===== config.mk =====
export PLATFORM = sky130hd
export DESIGN_NAME = instr_fetch_unit
export DESIGN_NICKNAME = d
export VERILOG_FILES = /design/src/rtl/cpu_pkg.sv /design/src/rtl/instr_fetch_unit_pc_reg.sv /design/src/rtl/instr_fetch_unit.sv
export SDC_FILE = /design/constraint.sdc
export NUM_CORES = 1
export LEC_CHECK = 0
export ABC_CLOCK_PERIOD_IN_PS = 1500
export CAP_MARGIN = 10
export CELL_PAD_IN_SITES_DETAIL_PLACEMENT = 1
export CELL_PAD_IN_SITES_GLOBAL_PLACEMENT = 1
export CORE_MARGIN = 3
export CORE_UTILIZATION = 35
export CTS_BUF_LIST = sky130_fd_sc_hd__clkbuf_4 sky130_fd_sc_hd__clkbuf_8
export CTS_CLUSTER_DIAMETER = 50
export CTS_CLUSTER_SIZE = 40
export DETAILED_ROUTE_END_ITERATION = 8
export DONT_BUFFER_PORTS = 1
export GPL_ROUTABILITY_DRIVEN = 1
export PLACE_DENSITY = 0.72
export SLEW_MARGIN = 20
export SYNTH_ARGS = -nofsm -noshare
export SYNTH_HDL_FRONTEND = slang
export SYNTH_SLANG_ARGS = --single-unit

===== constraint.sdc =====
create_clock -name clk -period 1.5 [get_ports clk]
set_input_delay 0 -clock clk [delete_from_list [all_inputs] [get_ports clk]]
set_output_delay 0 -clock clk [all_outputs]
set_load 0.1 [all_outputs]

===== src/rtl/cpu_pkg.sv =====
// Shared CPU definitions: instruction field layout, opcode values and the
// fetch-stage state encoding used by the fetch unit and the opcode decoder.
package cpu_pkg;

  localparam int OPC_W     = 4;
  localparam int INSTR_W   = 16;
  localparam int OPERAND_W = 12;
  localparam int OPC_MSB   = 15;
  localparam int OPC_LSB   = 12;

  localparam logic [OPC_W-1:0] OP_ADD   = 4'd0;
  localparam logic [OPC_W-1:0] OP_SUB   = 4'd1;
  localparam logic [OPC_W-1:0] OP_LOAD  = 4'd2;
  localparam logic [OPC_W-1:0] OP_STORE = 4'd3;
  localparam logic [OPC_W-1:0] OP_JUMP  = 4'd4;

  typedef enum logic [1:0] {
    ST_IDLE  = 2'd0,
    ST_FETCH = 2'd1,
    ST_ISSUE = 2'd2
  } fetch_state_e;

  // Everything above the highest defined opcode is issued but flagged.
  function automatic logic is_illegal(input logic [OPC_W-1:0] opc);
    return opc > OP_JUMP;
  endfunction

endpackage


===== src/rtl/instr_fetch_unit_pc_reg.sv =====
// Program counter: load has priority over increment; increment wraps
// naturally modulo 2^W.
module pc_reg #(
  parameter int W = 8
) (
  input  logic         clk,
  input  logic         rst_n,
  input  logic         load,
  input  logic         inc,
  input  logic [W-1:0] load_val,
  output logic [W-1:0] pc
);

  logic [W-1:0] pc_q, pc_d;

  always_comb begin
    pc_d = pc_q;
    if (load)     pc_d = load_val;
    else if (inc) pc_d = pc_q + W'(1);
  end

  always_ff @(posedge clk or negedge rst_n) begin
    if (!rst_n) pc_q <= '0;
    else        pc_q <= pc_d;
  end

  assign pc = pc_q;

endmodule


===== src/rtl/instr_fetch_unit.sv =====
// Fetch/issue stage: one outstanding imem fetch at a time, the captured word
// is held on the issue port until the decoder takes it, then the PC advances.
module instr_fetch_unit #(
  parameter int ADDR_W  = 8,
  parameter int INSTR_W = 16,
  parameter int OPC_W   = 4
) (
  input  logic               clk,
  input  logic               rst_n,
  input  logic               enable,
  output logic               imem_req,
  output logic [ADDR_W-1:0]  imem_addr,
  input  logic               imem_valid,
  input  logic [INSTR_W-1:0] imem_rdata,
  output logic               issue_valid,
  input  logic               issue_ready,
  output logic [OPC_W-1:0]   opcode,
  output logic [11:0]        operand,
  output logic [ADDR_W-1:0]  issue_pc,
  input  logic               jump_taken,
  output logic               illegal_op,
  output logic [15:0]        instr_count
);
  import cpu_pkg::*;

  fetch_state_e       state_q, state_d;
  logic               imem_req_q, imem_req_d;
  logic               issue_valid_q, issue_valid_d;
  logic [INSTR_W-1:0] ir_q, ir_d;
  logic [ADDR_W-1:0]  issue_pc_q, issue_pc_d;
  logic [15:0]        cnt_q, cnt_d;
  logic [ADDR_W-1:0]  pc;
  logic               xfer;

  assign xfer = issue_valid_q & issue_ready;

  // Jump target is the low bits of the operand of the instruction leaving.
  pc_reg #(.W(ADDR_W)) u_pc (
    .clk      (clk),
    .rst_n    (rst_n),
    .load     (xfer & jump_taken),
    .inc      (xfer & ~jump_taken),
    .load_val (ir_q[ADDR_W-1:0]),
    .pc       (pc)
  );

  always_comb begin
    state_d       = state_q;
    imem_req_d    = imem_req_q;
    issue_valid_d = issue_valid_q;
    ir_d          = ir_q;
    issue_pc_d    = issue_pc_q;
    cnt_d         = cnt_q;
    case (state_q)
      ST_IDLE: begin
        if (enable) begin
          state_d    = ST_FETCH;
          imem_req_d = 1'b1;
        end
      end
      // enable is not looked at here: a requested word is always issued.
      ST_FETCH: begin
        if (imem_valid && imem_req_q) begin
          ir_d          = imem_rdata;
          issue_pc_d    = pc;
          imem_req_d    = 1'b0;
          issue_valid_d = 1'b1;
          state_d       = ST_ISSUE;
        end
      end
      ST_ISSUE: begin
        if (xfer) begin
          issue_valid_d = 1'b0;
          cnt_d         = cnt_q + 16'd1;
          if (enable) begin
            state_d    = ST_FETCH;
            imem_req_d = 1'b1;
          end else begin
            state_d = ST_IDLE;
          end
        end
      end
      default: begin
        state_d       = ST_IDLE;
        imem_req_d    = 1'b0;
        issue_valid_d = 1'b0;
      end
    endcase
  end

  always_ff @(posedge clk or negedge rst_n) begin
    if (!rst_n) begin
      state_q       <= ST_IDLE;
      imem_req_q    <= 1'b0;
      issue_valid_q <= 1'b0;
      ir_q          <= '0;
      issue_pc_q    <= '0;
      cnt_q         <= '0;
    end else begin
      state_q       <= state_d;
      imem_req_q    <= imem_req_d;
      issue_valid_q <= issue_valid_d;
      ir_q          <= ir_d;
      issue_pc_q    <= issue_pc_d;
      cnt_q         <= cnt_d;
    end
  end

  assign imem_req    = imem_req_q;
  assign imem_addr   = pc;
  assign issue_valid = issue_valid_q;
  assign opcode      = ir_q[OPC_MSB:OPC_LSB];
  assign operand     = ir_q[OPC_LSB-1:0];
  assign issue_pc    = issue_pc_q;
  assign illegal_op  = xfer & is_illegal(ir_q[OPC_MSB:OPC_LSB]);
  assign instr_count = cnt_q;

endmodule


==> metrics <==
most frequent cell after synthesis dfrtp_1; pin count of the biggest net entering global routing between 50 and 60; vias in the first global route 1975; Antenna Nets Post-Route 0; Max Freq 694 MHz; Initial Utilization 37.4%; share of layout cells above drive strength 1 47.8%; drt via density 5.12; Num CTS Buffers 5; num rows 28; CTS Sinks 52; top_reg_cell synth dfrtp_1; Synth Register Bits 52; Post-DP Area 2870 sq um; die height 86.9 um; worst hold path class in -> reg; status finished clean; gp weighted congestion ~0.77; post-synthesis instance total between 150 and 200; Setup crit end kind register; n_diodes 0; Layout fillers around 650; Max FO, Critical Path 6; Worst Hold Launch jump_taken; Synth top area share 56.8%; Fin. Hold Viols 0; final setup vio count 0; Worst EP arrival 1620 ps; DRC viols 0; Critical Path Start issue_valid; post-CTS setup repair buffer count 0; Relative slew margins 55.0%; Mapped Nets roughly 210; # Max-Cap Violations 0; Post-synth EDFFs 0; reg2reg start issue_valid; post-synthesis sequential area ratio 56.8%; RSZ-0062 raised after global routing no; antenna violations before repair 0; Async S/R FF share, synth 100%; Worst-path clk slew 90 ps; post-route cell area 3240 sq um; total track usage 17.3%; PortBufs 0; synth-to-layout area growth 41.6%; Final #Nets 293; Worst Skew ~8.4 ps; DR iter-0 viols 57; Max clock buf depth 2; global-route wire length before repair 10100 um; Die ar. 7550 sq um; Overflow after GRT 0; Critical Path RT about 1700 ps; leading area contributor after synthesis dfrtp_1; Clock Latency Late Sink 300 ps; detailed-placement wirelength estimate 4440 um; Distinct cells, synth 36; Root Driver clkbuf_8; type of origin of the critical path register; synthesized area ~2300 sq um; Post-Route WL 6240 um; YS warnings 0; period utilization 96.0%; via count between 1500 and 2000; final-report max-slew violation count 0; CORE AREA 6130 sq um; most frequent cells after synthesis 52 x dfrtp_1, 25 x mux2_2, 14 x nand2_1; Ports 73; kind of critical path reg -> reg; CTS H-Tree Depth 2; Chip Width roughly 87 um; mean area per synthesized cell ~12 sq um; drt first pass iters 4; internal reg-to-reg setup slack 60 ps; worst-margin pin slew 672 ps; CTS tree built; Wirelength per Cell 18.1 um; fin crit period about 1400 ps; largest cells by area after synthesis dfrtp_1 57%, mux2_2 12%, xnor2_1 5.0%
## cell type report
type	count	area (sq um)	area share, %
clock inverter	1	30.0	0.926
sequential	52	1350	41.7
inverter	5	18.8	0.578
timing repair buffer	81	708	21.8
clock buffer	7	83.8	2.58
multi-input combinational	124	956	29.5
tap	75	93.8	2.89
## repair_timing
action / in CTS / in global routing
hold buffers: 23 / 0
setup endpoints to repair: 1 / 3
hold endpoints to repair: 79 / 0
gates cloned: 0 / 0
resized for setup: 1 / 2
## path summary, 6_finish.rpt
check / cells after the start / endpoint
worst max-delay path: 5 / u_pc.pc[3]
worst min-delay path: 3 / u_pc.pc[6]
worst max register to register: 5 / u_pc.pc[3]
worst min register to register: 1 / instr_count[15]
max in group asynchronous: 2 / issue_valid
min in group asynchronous: 2 / ir_q[15]
## routing by layer
metal  wire length (um)  vias up  GRT usage, %
met3                322        8          4.16
met4                 95        0          5.24
met2               3370       50          31.6
met1               2460      886          19.8
li1                   -      823             -
met5                  0        -             0
## metrics by stage
step / std cells / utilization, % / setup slack (ps) / setup TNS (ps) / hold slack [ps]
floorplan: 189 / - / -152 / -1150 / -296
global placement: 314 / 46.8 / 127 / 0 / -294
CTS: 345 / 52.7 / 51.8 / 0 / 0.408
detailed placement: 314 / 46.8 / 39.0 / 0 / -294
global route: 345 / 52.9 / 1.41 / 0 / 10.2
finish: 345 / 52.9 / 59.3 / 0 / 5.28
## layout by cell type (no fill, tap or decap), types with 5 or more instances in the layout
master | netlist | layout
buf_4 | 0 | 56
dfrtp_1 | 52 | 26
mux2_2 | 25 | 25
dlygate4sd3_1 | 0 | 22
dfrtp_2 | 0 | 18
nand2_1 | 14 | 14
xnor2_1 | 13 | 13
o21ai_0 | 11 | 11
a21oi_1 | 9 | 8
dfrtp_4 | 0 | 8
nand4_1 | 7 | 7
nand3_1 | 7 | 7
nor2_1 | 8 | 7
inv_1 | 5 | 5
clkbuf_8 | 0 | 5
## critical path, stage by stage (launching register included)
cell and delay, ps:
dfrtp_4 420, buf_4 300, and2_2 280, o21ai_0 120
nand2_1 110, o21ai_0 90
## kinds of logic (layout without fill, tap and decap cells)
family	after synthesis	in the layout	synth area share, %
xor+xnor	15	15	6.06
mux	27	27	13.2
flops	52	52	56.8
compound gates	29	29	7.32
buf+inv	13	94	2.89
simple gates	51	51	12.7
fa+ha+maj	2	2	1.09
Power is left out: the tool's default activity adds up to more than one toggle a clock period on the data nets, which glitch-free logic cannot reach.
